$ cat src/rtl/menu_pkg.sv
`default_nettype none
// ============================================================================
// Module   : menu_pkg
// Purpose  : Shared definitions for the menu controller: the menu state
//            encoding and the bit positions of the keys in the movement bus.
// Ports    : (package - no ports)
// Revision : 1.0  initial release
// ============================================================================
package menu_pkg;

    typedef enum logic [1:0] {
        ST_IDLE   = 2'b00,
        ST_BROWSE = 2'b01,
        ST_ACK    = 2'b10,
        ST_DONE   = 2'b11
    } menu_state_e;

    localparam int KEY_W       = 6;
    localparam int KEY_UP      = 0;
    localparam int KEY_DOWN    = 3;
    localparam int KEY_CONFIRM = 4;
    localparam int KEY_CANCEL  = 5;

endpackage : menu_pkg
`default_nettype wire

$ cat src/rtl/key_edge_repeat.sv
`default_nettype none
// ============================================================================
// Module   : key_edge_repeat
// Purpose  : Registered rising-edge detector for a bus of key levels, with an
//            optional auto-repeat for a single held key among a masked subset.
// Ports    : clk, rst_n      - clock, asynchronous active-low reset
//            keys_i          - raw key levels
//            rpt_mask_i      - keys eligible for auto-repeat
//            clr_i           - clears the repeat counter
//            evt_o           - one-cycle key events (edge or repeat), registered
// Revision : 1.0  initial release
// ============================================================================
module key_edge_repeat #(
    parameter int WIDTH         = 6,
    parameter int REPEAT_CYCLES = 0
) (
    input  logic             clk,
    input  logic             rst_n,
    input  logic [WIDTH-1:0] keys_i,
    input  logic [WIDTH-1:0] rpt_mask_i,
    input  logic             clr_i,
    output logic [WIDTH-1:0] evt_o
);

    logic [WIDTH-1:0] hist_q;
    logic [WIDTH-1:0] evt_q;
    logic [WIDTH-1:0] evt_d;
    logic [WIDTH-1:0] w_rise;
    logic [WIDTH-1:0] w_rpt;

    assign w_rise = keys_i & ~hist_q;
    assign evt_d  = w_rise | w_rpt;
    assign evt_o  = evt_q;

    generate
        if (REPEAT_CYCLES > 0) begin : g_rpt
            localparam int CNT_W = (REPEAT_CYCLES > 1) ? $clog2(REPEAT_CYCLES) : 1;
            localparam logic [CNT_W-1:0] CNT_LAST = CNT_W'(REPEAT_CYCLES - 1);

            logic [CNT_W-1:0] cnt_q;
            logic [CNT_W-1:0] cnt_d;
            logic [WIDTH-1:0] w_act;
            logic [WIDTH-1:0] w_held;
            logic             w_single;
            logic             w_hit;

            assign w_act    = keys_i & rpt_mask_i;
            // Held = high now and in the previous cycle (continuous hold)
            assign w_held   = w_act & hist_q;
            // Exactly one eligible key down; two at once stops the repeat
            assign w_single = (w_act != '0) && ((w_act & (w_act - 1'b1)) == '0);

            // The edge cycle itself leaves the count at 0, so the first
            // repeat lands exactly REPEAT_CYCLES cycles after the edge.
            always_comb begin
                cnt_d = '0;
                w_hit = 1'b0;
                if (!clr_i && w_single && (w_held != '0)) begin
                    if (cnt_q == CNT_LAST) begin
                        w_hit = 1'b1;
                    end else begin
                        cnt_d = cnt_q + 1'b1;
                    end
                end
            end

            assign w_rpt = w_hit ? w_held : '0;

            always_ff @(posedge clk or negedge rst_n) begin
                if (!rst_n) begin
                    cnt_q <= '0;
                end else begin
                    cnt_q <= cnt_d;
                end
            end
        end else begin : g_no_rpt
            logic w_unused_rpt;
            assign w_unused_rpt = ^{rpt_mask_i, clr_i};
            assign w_rpt        = '0;
        end
    endgenerate

    // History loads every cycle regardless of menu state
    always_ff @(posedge clk or negedge rst_n) begin
        if (!rst_n) begin
            hist_q <= '0;
            evt_q  <= '0;
        end else begin
            hist_q <= keys_i;
            evt_q  <= evt_d;
        end
    end

endmodule : key_edge_repeat
`default_nettype wire

$ cat src/rtl/menu_state_control.sv
`default_nettype none
// ============================================================================
// Module   : menu_state_control
// Purpose  : Menu cursor / select controller. Browses NUM_CHOICES entries
//            with up/down keys, selects with confirm (optionally through an
//            acknowledge step), and reports completion.
// Ports    : clk, rst_n   - clock, asynchronous active-low reset
//            start        - menu enable level (low forces IDLE)
//            movement     - key levels [0] up, [3] down, [4] confirm, [5] cancel
//            state        - 00 IDLE, 01 BROWSE, 10 ACK, 11 DONE
//            choice       - cursor index
//            menu_end     - high while in DONE
//            select_pulse - one-cycle strobe on entry to DONE
// Revision : 1.0  initial release
// ============================================================================
module menu_state_control
    import menu_pkg::*;
#(
    parameter  int NUM_CHOICES   = 2,
    parameter  int WRAP          = 0,
    parameter  int ACK_EN        = 1,
    parameter  int REPEAT_CYCLES = 0,
    localparam int CHOICE_W      = $clog2(NUM_CHOICES)
) (
    input  logic                clk,
    input  logic                rst_n,
    input  logic                start,
    input  logic [KEY_W-1:0]    movement,
    output logic [1:0]          state,
    output logic [CHOICE_W-1:0] choice,
    output logic                menu_end,
    output logic                select_pulse
);

    localparam logic [CHOICE_W-1:0] C_LAST     = CHOICE_W'(NUM_CHOICES - 1);
    localparam logic [KEY_W-1:0]    C_RPT_MASK = KEY_W'((1 << KEY_UP) | (1 << KEY_DOWN));

    menu_state_e         state_q, state_d;
    logic [CHOICE_W-1:0] choice_q, choice_d;
    logic                end_q, end_d;
    logic                sel_q, sel_d;

    logic [KEY_W-1:0]    w_evt;
    logic                w_up, w_dn, w_cf, w_cn;
    logic                w_rpt_clr;
    logic                w_unused_evt;

    // Repeat only counts while browsing and restarts on any state change
    assign w_rpt_clr = (state_q != ST_BROWSE) || (state_d != state_q);

    key_edge_repeat #(
        .WIDTH         (KEY_W),
        .REPEAT_CYCLES (REPEAT_CYCLES)
    ) u_keys (
        .clk        (clk),
        .rst_n      (rst_n),
        .keys_i     (movement),
        .rpt_mask_i (C_RPT_MASK),
        .clr_i      (w_rpt_clr),
        .evt_o      (w_evt)
    );

    assign w_up         = w_evt[KEY_UP];
    assign w_dn         = w_evt[KEY_DOWN];
    assign w_cf         = w_evt[KEY_CONFIRM];
    assign w_cn         = w_evt[KEY_CANCEL];
    assign w_unused_evt = ^w_evt[2:1];

    always_comb begin
        state_d  = state_q;
        choice_d = choice_q;
        if (!start) begin
            state_d  = ST_IDLE;
            choice_d = '0;
        end else begin
            case (state_q)
                ST_IDLE: begin
                    state_d  = ST_BROWSE;
                    choice_d = '0;
                end
                ST_BROWSE: begin
                    // Confirm wins over a same-cycle move and freezes choice
                    if (w_cf) begin
                        state_d = (ACK_EN != 0) ? ST_ACK : ST_DONE;
                    end else if (w_up && !w_dn) begin
                        if (choice_q == '0) begin
                            choice_d = (WRAP != 0) ? C_LAST : '0;
                        end else begin
                            choice_d = choice_q - 1'b1;
                        end
                    end else if (w_dn && !w_up) begin
                        if (choice_q == C_LAST) begin
                            choice_d = (WRAP != 0) ? '0 : C_LAST;
                        end else begin
                            choice_d = choice_q + 1'b1;
                        end
                    end
                end
                ST_ACK: begin
                    // Cancel wins over a same-cycle confirm
                    if (w_cn) begin
                        state_d = ST_BROWSE;
                    end else if (w_cf) begin
                        state_d = ST_DONE;
                    end
                end
                ST_DONE: begin
                    state_d = ST_DONE;
                end
                default: begin
                    state_d = ST_IDLE;
                end
            endcase
        end
        end_d = (state_d == ST_DONE);
        sel_d = (state_d == ST_DONE) && (state_q != ST_DONE);
    end

    always_ff @(posedge clk or negedge rst_n) begin
        if (!rst_n) begin
            state_q  <= ST_IDLE;
            choice_q <= '0;
            end_q    <= 1'b0;
            sel_q    <= 1'b0;
        end else begin
            state_q  <= state_d;
            choice_q <= choice_d;
            end_q    <= end_d;
            sel_q    <= sel_d;
        end
    end

    assign state        = state_q;
    assign choice       = choice_q;
    assign menu_end     = end_q;
    assign select_pulse = sel_q;

endmodule : menu_state_control
`default_nettype wire

$ cat config.mk
export PLATFORM = sky130hd
export DESIGN_NAME = menu_state_control
export DESIGN_NICKNAME = d
export VERILOG_FILES = /design/src/rtl/menu_pkg.sv /design/src/rtl/key_edge_repeat.sv /design/src/rtl/menu_state_control.sv
export SDC_FILE = /design/constraint.sdc
export NUM_CORES = 1
export LEC_CHECK = 0
export ABC_AREA = 1
export BUFFER_PORTS_ARGS = -buffer_cell sky130_fd_sc_hd__buf_2
export CORE_AREA = 2 2 39 41
export CTS_CLUSTER_DIAMETER = 80
export CTS_CLUSTER_SIZE = 24
export DETAILED_ROUTE_END_ITERATION = 16
export DIE_AREA = 0 0 41 43
export GPL_ROUTABILITY_DRIVEN = 0
export GPL_TIMING_DRIVEN = 0
export REMOVE_ABC_BUFFERS = 1
export SYNTH_ARGS = -nofsm -noshare
export SYNTH_HDL_FRONTEND = slang
export SYNTH_SLANG_ARGS = --single-unit
$ cat constraint.sdc
create_clock -name clk -period 2.8 [get_ports clk]
set_clock_uncertainty 0.2 [all_clocks]
set_input_delay 0 -clock clk [delete_from_list [all_inputs] [get_ports clk]]
set_output_delay 0 -clock clk [all_outputs]
set_load 0.005 [all_outputs]
Yosys cells after proc, flatten, opt, wreduce, memory -nomap -nowiden
Index checks and enable logic that the tools add are counted.
Operators by class
  add/subtract/negate cells: 2
  bitwise gates (word level): 2
  equality and inequality tests: 8
  reduce and logical (&&, ||, !) cells: 7
  mux-type cells: 12
Operators with widths (count)
  2-bit 2-to-1 mux: 4
  2-bit one-hot mux with 4 select lines: 1
  6-bit bitwise AND: 1
  2-bit equality test (second input constant): 3
  1-bit 2-to-1 mux: 6
  6-bit inverter: 1
  4-bit != test (second input constant): 1
  1-bit logical AND: 3
  3-bit by 1-bit != test with 1-bit output (second input constant): 1
  3-bit != test (second input constant): 1
  3-bit AND reduction: 1
  2-bit by 1-bit equality test with 1-bit output (second input constant): 1
  1-bit logical NOT: 2
  2-bit logical NOT: 1
  2-bit != test (second input constant): 1
  1-bit one-hot mux with 2 select lines: 1
  1-bit adder (second input constant): 1
  1-bit subtractor (second input constant): 1
Storage, ports and cells
  bits of input ports: 9
  word-level logic and storage cells: 37
  bits in registers: 17

Logic depth before layout (Yosys ltp)
Gate-level depths: netlist (run 1).
  word-level depth: 7
  gate-level depth with buffers: 6
  mapped depth without buffers: 6

Cells and area by module
From an unflattened synthesis (run 1), not the netlist that was laid out.
Unflattened totals
  cells, all modules: 58
  area, all modules: 621.8 µm²
Modules (own cells, without submodules)
  key_edge_repeat: sequential area each 300.3 µm², area each 360.3 µm², cells each 24, times used 1
  menu_state_control: sequential area each 125.1 µm², area each 261.5 µm², cells each 34, times used 1

Worst setup path before layout (run 1)
No wires, ideal clock.
  path kind: reg-to-reg
  start point: register u_keys.evt_q[0], in the netlist u_keys.evt_o[0]
  end point: register choice_q, in the netlist choice
  setup time: 0.077 ns
  clock period less this slack: 1.213 ns
  slack: 1.587 ns
  arrival: 0.935 ns
  stages on the path, launching flop included: 5
  cell sequence: dfrtp_1 -> ha_1 -> nor2_1 -> nand4_1 -> a21oi_1
Between the ends
  word-level cells in the longest chain between the ends: 5
  elaborated cells on any way between the ends: 9
  classes of those cells: eq/ne (1); mux (4); reduce/logical (4)
Ends and longest elaborated chain
  start, declared: RTL line key_edge_repeat.sv:26  | logic [WIDTH-1:0] evt_q;
  start signal, assigned: RTL line key_edge_repeat.sv:90  | evt_q <= evt_d;
  1-bit logical AND: RTL line menu_state_control.sv:85  | end else if (w_up && !w_dn) begin
  1-bit 2-to-1 mux: RTL line menu_state_control.sv:85
  1-bit 2-to-1 mux: RTL line menu_state_control.sv:83  | if (w_cf) begin
  1-bit one-hot mux with 2 select lines: RTL line menu_state_control.sv:76  | case (state_q)
  1-bit 2-to-1 mux: RTL line menu_state_control.sv:72  | if (!start) begin
  end signal, assigned: RTL line menu_state_control.sv:127  | choice_q <= choice_d;
  end, declared: RTL line menu_state_control.sv:39  | logic [CHOICE_W-1:0] choice_q, choice_d;
Several ways; a longest one is shown, not always the timed one. The select of a mux whose other input is x is not followed.
A chain may end at the register's enable or synchronous reset.

==> out/qor_table.md, run 1 <==
| Stage | Metric | Reported |
|---|---|---|
| outcome | Status | completed |
| cells and area | Layout fillers | 143 |
| grt | First-pass GRT wire length | 1386 um |
| grt | Busiest layer in global routing | met2 |
| clock network | Total CTS buffers | 3 |
| clock network | H-tree levels | 1 |
| cells and area | Count of antenna diodes in the layout | 0 |
| setup path | R2R depth | 4 |
| setup path | Kind of launch point of the worst setup path | primary input |
| placement | Number of port buffers | 11 |
| clock network | CTS Root Cell | sky130_fd_sc_hd__clkbuf_4 |
| timing | Relative max-transition margin | 62.23% |
| floorplan | Die ar. | 1763 um^2 |
| grt | Met3 track utilization from global routing | 4.712% |
| clock network | TritonCTS clock tree | yes |
| placement | Placed insts | 73 |
| timing | RSZ-0062 raised after global routing | no |
| floorplan | Number of ports placed on the die boundary | 14 |
| setup path | Launch point of the worst path | rst_n |
| cells and area | Layout net count | 79 |
| timing | Number of pins with negative max-slew slack in the final report | 0 |
| timing | Final period util | 48.91% |
| clock network | Clock-pin slew on the worst setup and hold paths | 0.07 ns |
| setup path | Kind of end point of the critical path | async pin |
| setup path | Critical Path End | select_pulse$_DFF_PN0_ |
| routing | Average detailed-routed wire length per instance | 8.940 um |
| timing | Worst Tran Pin Value | 0.5646 ns |
| setup path | R2r setup slk | 1.53 ns |
| routing | Drt via density | 4.107 |
| pwr | Leakage dissipation | 0.3652 nW |
| logic synthesis | Cell Area, Synth | 484.2 um^2 |
| cells and area | Fraction of layout cells with a size suffix above 1 | 26.47% |
| logic synthesis | Gate count after technology mapping | 46 |
| logic synthesis | Yosys reg bits | 13 |
| timing | Highest achievable clock rate | 730.3 MHz |
| setup path | Critical path required time | 2.96 ns |
| routing | TritonRoute pass-1 iters | 4 |
| setup path | Setup Crit Path Kind | in2async |
| timing | Final setup vio count | 0 |
| clock network | Clock sinks | 13 |
| floorplan | Die height | 43 um |
| worst hold path | Worst min path class | in2reg |
| setup path | Top fanout value on the critical path | 13 |
| routing | Vias after detailed routing | 345 |
| grt | Final global-route overflow total | 0 |
| setup path | Startpoint of the most critical register-to-register path | u_keys.evt_o[0]$_DFF_PN0_ |
| setup path | R2r endpoint | choice$_DFFE_PN0P_ |
| floorplan | Initial Utilization | 34.99% |
| grt | Met1 layer usage reported by global route | 14.09% |
| grt | Overall routing resource usage | 12.40% |
| timing | Final-layout setup total negative slack | 0 ns |
| grt | Fraction of met2 tracks used by global routing | 17.50% |
| timing | Final number of hold-violating endpoints | 0 |
| floorplan | Area of the core region | 1384 um^2 |
| routing | Total length of routed wires | 751 um |
| pwr | Cell area power density | 533.3 nW/um^2 |
| grt | Vias in the first global route | 349 |
| flow run | Max-cap check violation count | 0 |
| floorplan | Die outline width | 41 um |
| routing | Number of design rule violations left after detail routing | 0 |
| clock network | CTS max path bufs | 2 |
| routing | Initial drt markers | 3 |
| grt | Largest net degree at the start of global routing | 14 |
| timing | Final min period | 1.369 ns |
| routing | Antenna Nets Post-Route | 0 |
| cells and area | Filler-free cell count of the finished design | 84 |
| logic synthesis | Sequential area share after synthesis | 67.18% |
| clock network | Clock network latency to the later pin of the worst-skew pair | 0.26 ns |
| setup path | Signal arrival time at the worst endpoint | 1.53 ns |
| logic synthesis | Distinct cell type count of the synthesized netlist | 14 |
| logic synthesis | Synthesis Warnings | 0 |
| clock network | Number of cells upsized or downsized after cts | 0 |
| logic synthesis | Average cell area after synthesis | 10.53 um^2 |
| placement | Placed wire-length estimate | 507 um |
| pwr | Worst-case vdd ir drop | 0.2615 mV |
| cells and area | Post-synthesis to final-layout area growth | 35.40% |
| grt | Antenna violations before repair | 0 |
| floorplan | Floorplan row count | 14 |
[timing repair]
action / 4_1_cts / 5_1_grt
hold buffers: 7 / 0
hold endpoints to repair: 26 / 0
buffers inserted: 0 / 0
[critical path, stage by stage]
cell and delay [ns]:
sky130_fd_sc_hd__dlygate4sd3_1 0.53, sky130_fd_sc_hd__buf_2 0.10, sky130_fd_sc_hd__dlygate4sd3_1 0.90
[synth_stat cells]
library cell	number	area share (%)
sky130_fd_sc_hd__nor2_1	7	5.4
sky130_fd_sc_hd__nand4_1	1	1.3
sky130_fd_sc_hd__a21oi_1	1	1.0
sky130_fd_sc_hd__a31oi_1	1	1.3
sky130_fd_sc_hd__inv_1	10	7.8
sky130_fd_sc_hd__ha_1	1	2.6
sky130_fd_sc_hd__inv_2	1	0.77
sky130_fd_sc_hd__and3_2	1	1.6
sky130_fd_sc_hd__nand2_1	5	3.9
sky130_fd_sc_hd__nand4_2	1	2.6
sky130_fd_sc_hd__nor2_2	1	1.3
sky130_fd_sc_hd__dfrtp_1	13	67
sky130_fd_sc_hd__or2_1	1	1.3
sky130_fd_sc_hd__nand3_1	2	2.1
[layout make-up]
class                      count  area (um^2)  area share [%]
inverter                      11        41.29           6.298
clock buffer                   4        26.28           4.008
timing repair buffer          18        125.1           19.08
sequential                    13        325.3           49.62
multi-input combinational     22        117.6           17.94
tap                           16        20.02           3.053
[cells in the final DEF, fill, tap and decap left out, drive strengths merged]
master / netlist / routed
a21oi: 1 / 1
nor2: 8 / 8
buf: 0 / 11
a31oi: 1 / 1
and3: 1 / 1
clkbuf: 0 / 4
nand2: 5 / 5
nand4: 2 / 2
nand3: 2 / 2
dlygate4sd3: 0 / 7
ha: 1 / 1
dfrtp: 13 / 13
inv: 11 / 11
or2: 1 / 1
[state kept, by name (all words and copies together) (netlist names)]
register       cells
u_keys.evt_o       4
u_keys.hist_q      4
state              2
choice             1
menu_end           1
select_pulse       1
[layer usage]
layer  up-vias  part of all wire [%]
met5         -                     0
met2         5                    53
met3         2                   3.5
met4         0                   1.6
li1        184                     -
met1       154                    42
[where the power goes]
| group | total (mW) | switching [mW] | internal [mW] |
|---|---|---|---|
| sequential | 0.204 | 0.00587 | 0.198 |
| combinational | 0.0374 | 0.0179 | 0.0195 |
| clock | 0.109 | 0.0537 | 0.0550 |
| total | 0.350 | 0.0774 | 0.272 |
[kinds of logic after synthesis]
group	Yosys count	share of synthesized area [%]
buf+inv	11	8.527
simple gates	19	19.38
fa+ha+maj	1	2.584
flops	13	67.18
compound gates	2	2.325
[worst min-delay path by stage]
stage	start	to	cells past startpoint
finish	movement[5]	u_keys.hist_q[5]$_DFF_PN0_	2
global route	movement[4]	u_keys.hist_q[4]$_DFF_PN0_	2
CTS	movement[4]	u_keys.hist_q[4]$_DFF_PN0_	2
detailed placement	rst_n	u_keys.hist_q[0]$_DFF_PN0_	1
global placement	rst_n	u_keys.hist_q[3]$_DFF_PN0_	1
floorplan	rst_n	choice$_DFFE_PN0P_	0
[per-stage QoR]
step / setup slack (ns) / total power [mW] / area, um^2 / util [%] / hold slack [ns]
floorplan: 1.587 / 0.2222 / 484.2 / - / -0.4956
global placement: 1.537 / 0.2374 / 559.3 / 40.42 / -0.3018
detailed placement: 1.544 / 0.2380 / 559.3 / 40.42 / -0.3014
CTS: 1.411 / 0.3585 / 655.6 / 47.38 / 0.1726
global route: 1.315 / 0.3758 / 655.6 / 47.38 / 0.1838
finish: 1.431 / 0.3497 / 655.6 / 47.38 / 0.1880
No activity file was read; power rests on OpenSTA's default activity.
==> run 2, diff against run 1 <==
--- a/config.mk
+++ b/config.mk
@@ -5,7 +5,7 @@
 export SDC_FILE = /design/constraint.sdc
 export NUM_CORES = 1
 export LEC_CHECK = 0
-export ABC_AREA = 1
+export ABC_AREA = 0
 export BUFFER_PORTS_ARGS = -buffer_cell sky130_fd_sc_hd__buf_2
 export CORE_AREA = 2 2 39 41
 export CTS_CLUSTER_DIAMETER = 80
==> constraint.sdc (replaced) <==
create_clock -name clk -period 1.2 [get_ports clk]
set_clock_uncertainty 0.2 [all_clocks]
set_input_delay 0 -clock clk [delete_from_list [all_inputs] [get_ports clk]]
set_output_delay 0 -clock clk [all_outputs]
set_load 0.005 [all_outputs]
==> out/qor_table.md, run 2 <==
| Stage | Metric | Reported | Delta |
|---|---|---|---|
| outcome | Status | finished with violations |  |
| outcome | Violations in the final reports | negative setup slack |  |
| worst hold path | Startpoint of the lowest-slack hold path | movement[3] |  |
| cells and area | Fraction of layout cells with a size suffix above 1 | 30.51% | +4.0 points |
| clock network | CTS max path bufs | 2 | unchanged |
| timing | Final period util | 108.5% |  |
| logic synthesis | Most frequent cell after synthesis | sky130_fd_sc_hd__dfrtp_1 |  |
| setup path | Count of buffering cells on the critical path with inverters included | 0 | -3 |
| setup path | Startpoint of the most critical register-to-register path | u_keys.evt_o[0]$_DFF_PN0_ |  |
| placement | Minimum setup slack after placement | -0.1386 ns | -1.683 ns |
| timing | Final setup vio count | 1 | +1 |
| clock network | Clock sinks | 13 | unchanged |
| logic synthesis | Largest area contributor in the synthesized netlist | sky130_fd_sc_hd__dfrtp_1 |  |
| worst hold path | Endpoint of the worst hold path | u_keys.hist_q[3]$_DFF_PN0_ |  |
| routing | Vias after detailed routing | 320 | -7.2% |
| logic synthesis | Top flip-flop cell by instance count after synthesis | sky130_fd_sc_hd__dfrtp_1 |  |
| routing | Antenna Nets Post-Route | 0 | unchanged |
| clock network | Clock-pin slew on the worst setup and hold paths | 0.08 ns | about the same |
| routing | Average detailed-routed wire length per instance | 9.413 um | +5.3% |
| grt | Antenna violations before repair | 0 | unchanged |
| floorplan | Area of the core region | 1384 um^2 | unchanged |
| setup path | R2r endpoint | choice$_DFFE_PN0P_ |  |
| cells and area | Count of antenna diodes in the layout | 0 | unchanged |
| setup path | Worst path depth | 4 | +1 |
| timing | Worst Slack Setup Final | -0.1015 ns | -1.532 ns |
| logic synthesis | Gate count after technology mapping | 37 | -20% |
| logic synthesis | Sequential area share after synthesis | 70.08% | +2.9 points |
| pwr | Total power draw | 809.8 uW | +130% |
| logic synthesis | Yosys reg bits | 13 | unchanged |
| cells and area | Commonest non-fill, non-tap cell in the layout | sky130_fd_sc_hd__dfrtp_1 |  |
| floorplan | Floorplan row count | 14 | unchanged |
| setup path | Signal arrival time at the worst endpoint | 1.26 ns | -0.27 ns |
| flow run | Max-cap check violation count | 0 | unchanged |
| grt | Vias in the first global route | 278 | -20% |
| cells and area | Layout net count | 70 | -11% |
| cells and area | Post-route cell area | 649.4 um^2 | -0.95% |
| floorplan | Number of ports placed on the die boundary | 14 | unchanged |
| timing | Final min period | 1.301 ns |  |
| grt | First-pass GRT wire length | 1145 um | -17% |
| worst hold path | Worst min path class | in2reg |  |
| timing | Highest achievable clock rate | 768.4 MHz |  |
| floorplan | Die height | 43 um | unchanged |
| setup path | Top delay family on crit path | flip-flops |  |
| floorplan | Die outline width | 41 um | unchanged |
| clock network | TritonCTS clock tree | yes |  |
| logic synthesis | Synthesis Warnings | 0 | unchanged |
| setup path | Setup Crit Path Kind | reg2reg |  |
| timing | Hold WS | 0.1781 ns | -0.009874 ns |
| setup path | Critical path required time | 1.16 ns | -1.80 ns |
| grt | Final global-route overflow total | 0 | unchanged |
| placement | Placed wire-length estimate | 471.4 um | -7.0% |
| grt | Overall routing resource usage | 9.826% | -2.6 points |
| timing | RSZ-0062 raised after global routing | yes |  |
| logic synthesis | Fraction of registers with async set/reset | 100.0% | unchanged |
| setup path | R2R depth | 4 | unchanged |
| routing | TritonRoute pass-1 iters | 2 | -2 |
| pwr | Cell area power density | 1247 nW/um^2 | +130% |
| logic synthesis | Post-synth top area share | 70.08% | +2.9 points |
| timing | Relative max-transition margin | 80.92% | +19 points |
| cells and area | Post-synthesis to final-layout area growth | 39.89% |  |
| worst hold path | Instance count along the most critical hold path | 2 | unchanged |
| logic synthesis | Cell types with the largest area share after synthesis | sky130_fd_sc_hd__dfrtp_1 70%, sky130_fd_sc_hd__nor2b_1 5.4%, sky130_fd_sc_hd__nand2_1 3.2%, sky130_fd_sc_hd__ha_1 2.7%, sky130_fd_sc_hd__nor4_2 2.7% |  |
| logic synthesis | Cell Area, Synth | 464.2 um^2 | -4.1% |
| logic synthesis | Number of enable-type register cells in the synthesized netlist | 0 | unchanged |
| setup path | List of cells traversed by the critical path | ha_4 > o21a_1 > o21ai_1 > a21boi_1 |  |
| routing | Initial drt markers | 1 | -2 |
| timing | Final number of hold-violating endpoints | 0 | unchanged |
| placement | Number of port buffers | 11 | unchanged |
| setup path | CP peak stage delay | 0.40 ns | -0.50 ns |
| cells and area | Most frequent cells in the layout | 13 x sky130_fd_sc_hd__dfrtp_1, 11 x sky130_fd_sc_hd__buf_2, 7 x sky130_fd_sc_hd__dlygate4sd3_1 |  |
| setup path | Master of the slowest instance on the critical path | sky130_fd_sc_hd__dfrtp_1 |  |
| setup path | Kind of end point of the critical path | flip-flop |  |
| routing | Number of design rule violations left after detail routing | 0 | unchanged |
| logic synthesis | Average cell area after synthesis | 12.55 um^2 | +19% |
| clock network | H-tree levels | 1 | unchanged |
| clock network | Total CTS buffers | 3 | unchanged |
| pwr | Worst-case vdd ir drop | 0.8833 mV | +240% |
| setup path | Kind of launch point of the worst setup path | flip-flop |  |
| timing | Number of pins with negative max-slew slack in the final report | 0 | unchanged |
| clock network | Clock network latency to the later pin of the worst-skew pair | 0.27 ns | about the same |
| clock network | CTS Root Cell | sky130_fd_sc_hd__clkbuf_4 |  |
| floorplan | Initial Utilization | 33.54% | -1.4 points |
| routing | Total length of routed wires | 706 um | -6.0% |
| clock network | Post-CTS Setup Repair Bufs | 0 | unchanged |
| floorplan | Die ar. | 1763 um^2 | unchanged |
| setup path | R2r setup slk | -0.10 ns | -1.63 ns |
| timing | Worst Tran Pin Value | 0.2861 ns | -0.2785 ns |
| routing | Drt via density | 4.267 | +3.9% |
| logic synthesis | Commonest cells in the synthesized netlist | 13 x sky130_fd_sc_hd__dfrtp_1, 4 x sky130_fd_sc_hd__nand2_1, 4 x sky130_fd_sc_hd__nor2b_1 |  |
| pwr | Leakage dissipation | 0.3070 nW | -16% |
| grt | Largest net degree at the start of global routing | 14 | unchanged |
| setup path | Top fanout value on the critical path | 2 | -11 |
| placement | Instance area at placement | 539.3 um^2 | -3.6% |
| logic synthesis | Distinct cell type count of the synthesized netlist | 15 | +1 |
-- run 2: cell count changes after synthesis, sizes merged, moves of 2 or more --
cell / delta
nand4: -2
nor2b: +4
inv: -9
o21ai: +3
nand3: -2
nor3: +2
a21boi: +2
nor2: -6
-- run 2: cell type report --
cell class	instances	area [um^2]
clock inverters	1	5.005
clock buffers	3	22.52
multi-input cells	22	143.9
inverters	2	7.507
fillers	132	734.5
well taps	16	20.02
flip-flops and latches	13	325.3
repair buffers	18	125.1
-- run 2: power breakdown --
group	total, mW	switching (mW)	internal (mW)
Combinational	0.0779	0.0321	0.0458
Sequential	0.476	0.0171	0.459
Clock	0.256	0.133	0.123
Total	0.810	0.182	0.627
-- run 2: how the worst max path moves through the flow --
stage                                    from                 end  slack, ns
finish              u_keys.evt_o[0]$_DFF_PN0_  choice$_DFFE_PN0P_      -0.10
global route        u_keys.evt_o[0]$_DFF_PN0_  choice$_DFFE_PN0P_      -0.18
CTS                 u_keys.evt_o[3]$_DFF_PN0_  choice$_DFFE_PN0P_      -0.09
detailed placement  u_keys.evt_o[0]$_DFF_PN0_  choice$_DFFE_PN0P_      -0.14
global placement    u_keys.evt_o[0]$_DFF_PN0_  choice$_DFFE_PN0P_      -0.13
floorplan           u_keys.evt_o[0]$_DFF_PN0_  choice$_DFFE_PN0P_       -0.1
-- run 2: worst register-to-register path: cells and delay by family, from the launching register on --
family / cells / cell delay [ns]
AO/OA/AOI/OAI: 3 / 0.35
adder cells (fa/ha/maj): 1 / 0.25
flip-flops: 1 / 0.40
-- run 2: cell families after synthesis --
family          Yosys count  synth area share [%]
flops                    13                 70.08
simple gates             14                 16.44
fa+ha+maj                 1                 2.695
buf+inv                   2                 1.618
compound gates            7                 9.164
-- run 2: timing repair --
| action | in CTS | in global routing |
|---|---|---|
| hold buffers | 7 | 0 |
| endpoints found under the setup margin | 1 | 1 |
| hold endpoints to repair | 26 | 0 |
| gates resized for setup | 2 | 0 |
| pin swaps | 1 | 3 |
-- run 2: per-stage QoR --
| stage | setup TNS (ns) | std cells | util, % |
|---|---|---|---|
| detailed placement | -0.1386 | 64 | 38.97 |
| global route | -0.1762 | 75 | 46.93 |
| floorplan | -0.09963 | 37 | - |
| finish | -0.1015 | 75 | 46.93 |
| CTS | -0.09302 | 75 | 46.93 |
| global placement | -0.1281 | 64 | 38.97 |
-- run 2: per-layer routing --
layer  global-route usage, %  wire length [um]  up-vias
met1                   12.67               360      140
met3                   4.712                62        0
met2                   13.75               283       11
li1                        -                 -      169
met4                   4.000                 0        0
met5                       0                 0        -
